<file path="src/rtl/video_timing_gen_param.sv">
// rtl/video_timing_gen_param.sv - parameterised raster timing generator with pause and resync
module video_timing_gen_param #(
    parameter int H_ACTIVE = 1920,
    parameter int H_FP     = 88,
    parameter int H_SYNC   = 44,
    parameter int H_BP     = 148,
    parameter int V_ACTIVE = 1080,
    parameter int V_FP     = 4,
    parameter int V_SYNC   = 5,
    parameter int V_BP     = 36,
    parameter bit HS_POL   = 1'b1,
    parameter bit VS_POL   = 1'b1,
    parameter int CNT_W    = 13
) (
    input  logic             pclk,
    input  logic             rst,
    input  logic             enable,
    input  logic             pause,
    input  logic             resync,
    output logic             hsync,
    output logic             vsync,
    output logic             de,
    output logic [CNT_W-1:0] x,
    output logic [CNT_W-1:0] y,
    output logic             line_start,
    output logic             frame_start
);
    localparam int H_TOTAL = H_ACTIVE + H_FP + H_SYNC + H_BP;
    localparam int V_TOTAL = V_ACTIVE + V_FP + V_SYNC + V_BP;

    localparam logic [CNT_W-1:0] H_LAST = CNT_W'(H_TOTAL - 1);
    localparam logic [CNT_W-1:0] H_ACT  = CNT_W'(H_ACTIVE);
    localparam logic [CNT_W-1:0] H_SS   = CNT_W'(H_ACTIVE + H_FP);
    localparam logic [CNT_W-1:0] H_SE   = CNT_W'(H_ACTIVE + H_FP + H_SYNC);
    localparam logic [CNT_W-1:0] V_LAST = CNT_W'(V_TOTAL - 1);
    localparam logic [CNT_W-1:0] V_ACT  = CNT_W'(V_ACTIVE);
    localparam logic [CNT_W-1:0] V_SS   = CNT_W'(V_ACTIVE + V_FP);
    localparam logic [CNT_W-1:0] V_SE   = CNT_W'(V_ACTIVE + V_FP + V_SYNC);

    generate
        if (H_TOTAL >= (1 << CNT_W) || V_TOTAL >= (1 << CNT_W)) begin : g_cnt_w_check
            $error("CNT_W too narrow for the configured line or frame total");
        end
    endgenerate

    logic [CNT_W-1:0] h_cnt;
    logic [CNT_W-1:0] v_cnt;
    logic             h_last;
    logic             v_last;
    logic             h_act;
    logic             v_act;
    logic             h_in_sync;
    logic             v_in_sync;

    assign h_last    = (h_cnt == H_LAST);
    assign v_last    = (v_cnt == V_LAST);
    assign h_act     = (h_cnt < H_ACT);
    assign v_act     = (v_cnt < V_ACT);
    assign h_in_sync = (h_cnt >= H_SS) && (h_cnt < H_SE);
    assign v_in_sync = (v_cnt >= V_SS) && (v_cnt < V_SE);

    // Outputs decode the counter position held before this edge, giving one clock of latency.
    always_ff @(posedge pclk) begin
        if (rst) begin
            h_cnt       <= '0;
            v_cnt       <= '0;
            x           <= '0;
            y           <= '0;
            de          <= 1'b0;
            line_start  <= 1'b0;
            frame_start <= 1'b0;
            hsync       <= ~HS_POL;
            vsync       <= ~VS_POL;
        end else if (!enable) begin
            h_cnt       <= '0;
            v_cnt       <= '0;
            de          <= 1'b0;
            line_start  <= 1'b0;
            frame_start <= 1'b0;
            hsync       <= ~HS_POL;
            vsync       <= ~VS_POL;
        end else begin
            if (resync) begin
                h_cnt <= '0;
                v_cnt <= '0;
            end else if (!pause) begin
                if (h_last) begin
                    h_cnt <= '0;
                    v_cnt <= v_last ? '0 : v_cnt + 1'b1;
                end else begin
                    h_cnt <= h_cnt + 1'b1;
                end
            end

            // A paused position is emitted once, after the pause lifts.
            if (pause) begin
                de          <= 1'b0;
                line_start  <= 1'b0;
                frame_start <= 1'b0;
            end else begin
                de          <= h_act && v_act;
                hsync       <= h_in_sync ? HS_POL : ~HS_POL;
                vsync       <= v_in_sync ? VS_POL : ~VS_POL;
                line_start  <= (h_cnt == '0) && v_act;
                frame_start <= (h_cnt == '0) && (v_cnt == '0);
                if (h_act && v_act) begin
                    x <= h_cnt;
                    y <= v_cnt;
                end
            end
        end
    end
endmodule

</file>
<file path="config.mk">
export PLATFORM = sky130hd
export DESIGN_NAME = video_timing_gen_param
export DESIGN_NICKNAME = d
export VERILOG_FILES = /design/src/rtl/video_timing_gen_param.sv
export SDC_FILE = /design/constraint.sdc
export NUM_CORES = 1
export LEC_CHECK = 0
export CAP_MARGIN = 20
export CELL_PAD_IN_SITES_DETAIL_PLACEMENT = 0
export CELL_PAD_IN_SITES_GLOBAL_PLACEMENT = 1
export CORE_MARGIN = 2
export CORE_UTILIZATION = 38
export DETAILED_ROUTE_END_ITERATION = 7
export GPL_ROUTABILITY_DRIVEN = 1
export PLACE_DENSITY = 0.79
export SLEW_MARGIN = 15
export SYNTH_ARGS = -nofsm -noshare
export SYNTH_HDL_FRONTEND = slang
export SYNTH_SLANG_ARGS = --single-unit
</file>
<file path="constraint.sdc">
create_clock -name pclk -period 1.8 [get_ports pclk]
set_input_delay 0.45 -clock pclk [delete_from_list [all_inputs] [get_ports pclk]]
set_output_delay 0.45 -clock pclk [all_outputs]
set_load 0.02 [all_outputs]
</file>
==> metrics <==
Crit Path Class flip-flop to primary output; Routed WL 6.71 mm; Syn-to-layout area delta 38.5%; Largest stage delay, worst path approximately 600 ps; worst path cell trace clkdlybuf4s50_1; Mapped Cells 298; Die Area around 7900 um^2; Layout Cells excl Fill 474; # diodes 0; IO Port Bufs 35; antenna violations before repair 0; Post-synth EDFFs 0; Reg area roughly 1100 um^2; Inst Count DP between 400 and 500; delay-heaviest family, CP buffers and inverters; NumNets Final approximately 380; Final HPWL DP 4.64 mm; Pins Over Slew Limit 0; first-pass GRT wire length between 10 and 15 mm; worst rel slew slack between 60% and 70%; VDD IR max 345 uV; DR pass1 iterations 4; required time worst endpoint ~1400 ps; Core Region 6910 um^2; count of cell types in the netlist 45; Tcrit/Tclk final between 90% and 100%; CP max-delay cell clkdlybuf4s50_1; DRC violations left 0; Clock Sinks 57; Buf/Inv on CP 1; Tot GR Track Use 18.1%; CP startpoint kind flip-flop; H-tree lvl count 3; largest net degree at the start of global routing 28; Synth Flop Type dfxtp_1; vias 2366; Static Leakage between 1 and 1.5 nW; Highest Clock Rate 572 MHz; post-synthesis sequential area ratio between 40% and 50%; # setup viols final 0; max cap viols 0; Antenna Violating Nets Remaining 0; Critical Path Fanout Max 2; WL/cell ~14 um; Root Buffer clkbuf_8; Worst-Margin Slew just over 500 ps; clk slew on worst S/H paths 60 ps; area of the multi-input gates between 1500 and 2000 um^2; cell taking the most area after synthesis dfxtp_1; Hold WC Path Type flip-flop to flip-flop; crit end category primary output; Vias per Instance ~5; post-synth top area share between 40 and 50%; drt first-iter violations about 160; synth warn 0; Starting Density around two fifths; PwrDens about 730 nW/um^2; clock latency reported for the late side of the worst-skew pair 340 ps; layout cells sized above 1 a little over a fifth; CTS Buf Count 9; FP Rows 30; routability congestion estimate 0.830; outcome finished, final reports clean; die height about 89 um; Final Cell Area between 3000 and 4000 um^2; fillers between 600 and 700; count of final hold-check violations 0; Ports 36; Die Wd a little under 90 um; flops & latches, synth 57; skew final between 9 and 10 ps; post-layout util 55.0%; post-synth net total around 300; synthesized area per cell a little over 9 um^2; grt ovf 0; top post-synthesis cells by area dfxtp_1, nand2b_1, mux2i_1, nor2_1, or4_1; fin crit period 1750 ps; post-synthesis async set-or-reset flop share 0%; vias in the first global route ~2200; crit path DAT 1300 ps; placed inst area ~3500 um^2; Tot Pwr between 2 and 3 mW; Post-Syn Area approximately 2700 um^2; CTS tree done; worst-case clock buffer depth 2; TNS Setup 0 ps
-- per-stage QoR --
stage          hold WS, ps  setup WS [ps]
3_3_place_gp           457           -407
3_5_place_dp           460           -424
4_1_cts                474          -7.43
5_1_grt                486          -25.7
6_report               470           51.4
2_1_floorplan          488           6.73
-- final cells by class --
class / count / share of cell area (%)
Timing Repair Buffer: 83 / 19.7
Tap cell: 96 / 3.16
Clock inverter: 5 / 2.04
Clock buffer: 11 / 3.98
Sequential cell: 57 / 30.0
Inverter: 6 / 0.592
Multi-Input combinational cell: 216 / 40.5
-- layer usage --
metal  part of all wire [%]  global-route usage [%]
met2                     43                    25.0
met5                      0                       0
met3                    4.1                    3.88
met4                    1.9                    9.23
met1                     51                    26.5
-- sequential cells by signal, indices dropped and copies added (netlist names) --
signal / count
h_cnt: 13
vsync: 1
x: 13
v_cnt: 13
frame_start: 1
line_start: 1
y: 13
de: 1
hsync: 1
-- cells by family (layout without fill, tap and decap cells) --
group | after synthesis | count (layout) | synth area share, %
AOI/OAI and AO/OA | 33 | 33 | 8.25
adders and majority gates | 4 | 4 | 1.82
DFF | 57 | 57 | 41.6
muxes | 24 | 24 | 8.75
and+or+nand+nor | 142 | 143 | 31.0
buffers and inverters | 26 | 105 | 4.79
xor gates and xnor gates | 12 | 12 | 3.83
-- report_power, final --
part           internal [mW]  switching [mW]
registers               1.26         0.00132
logic                 0.0736          0.0645
clock network          0.849           0.525
total                   2.19           0.591
-- what timing repair did --
item                       4_1_cts  5_1_grt
resized for setup                4       11
hold buffers                     0        0
setup endpoints to repair        8       46
setup buffers                    1        1
pin swaps                        1        3
gates cloned                     1        0
-- placed cells by master (no fill, tap or decap), drive strengths merged, types with 2 or more instances in the layout --
cell,n
or3,2
dlymetal6s2s,2
a21oi,11
mux2i,24
bufinv,2
or4,9
nand2,15
nand3,11
ha,4
nor3b,5
inv,6
nor4,4
clkbuf,11
a22oi,2
o31ai,7
buf,48
clkinv,2
clkdlybuf4s50,33
xor2,7
nor2,19
xnor2,5
dfxtp,57
and4,3
and3,2
nand4,9
nor3,9
nand2b,46
o41ai,2
nor2b,2
o21ai,4
-- Yosys cell counts (2+ instances only) --
library cell,number
buf_6,2
or3_1,2
buf_4,2
nor2_1,19
o21ai_0,4
mux2i_1,24
o31ai_1,7
nand4_1,7
clkbuf_1,7
and3_1,2
nand2_1,15
ha_1,4
nand3_1,11
nor2b_1,2
nor3b_1,5
nand2b_1,46
nor3_1,9
or4_1,9
xor2_1,7
dfxtp_1,57
nor4_1,3
o41ai_1,2
buf_2,9
xnor2_1,5
a21oi_1,10
and4_1,3
a22oi_1,2
inv_1,6
-- worst paths after layout --
path	cells after the start	slack, ps	start	end
max	1	50	x[0]$_SDFFE_PP0P_	x[0]
min	1	470	x[11]$_SDFFE_PP0P_	x[11]$_SDFFE_PP0P_
max reg2reg	5	70	h_cnt[0]$_SDFFE_PP0N_	v_cnt[5]$_SDFFE_PP0P_
min reg2reg	1	470	x[11]$_SDFFE_PP0P_	x[11]$_SDFFE_PP0P_
Power figures use the tool's default switching activity.
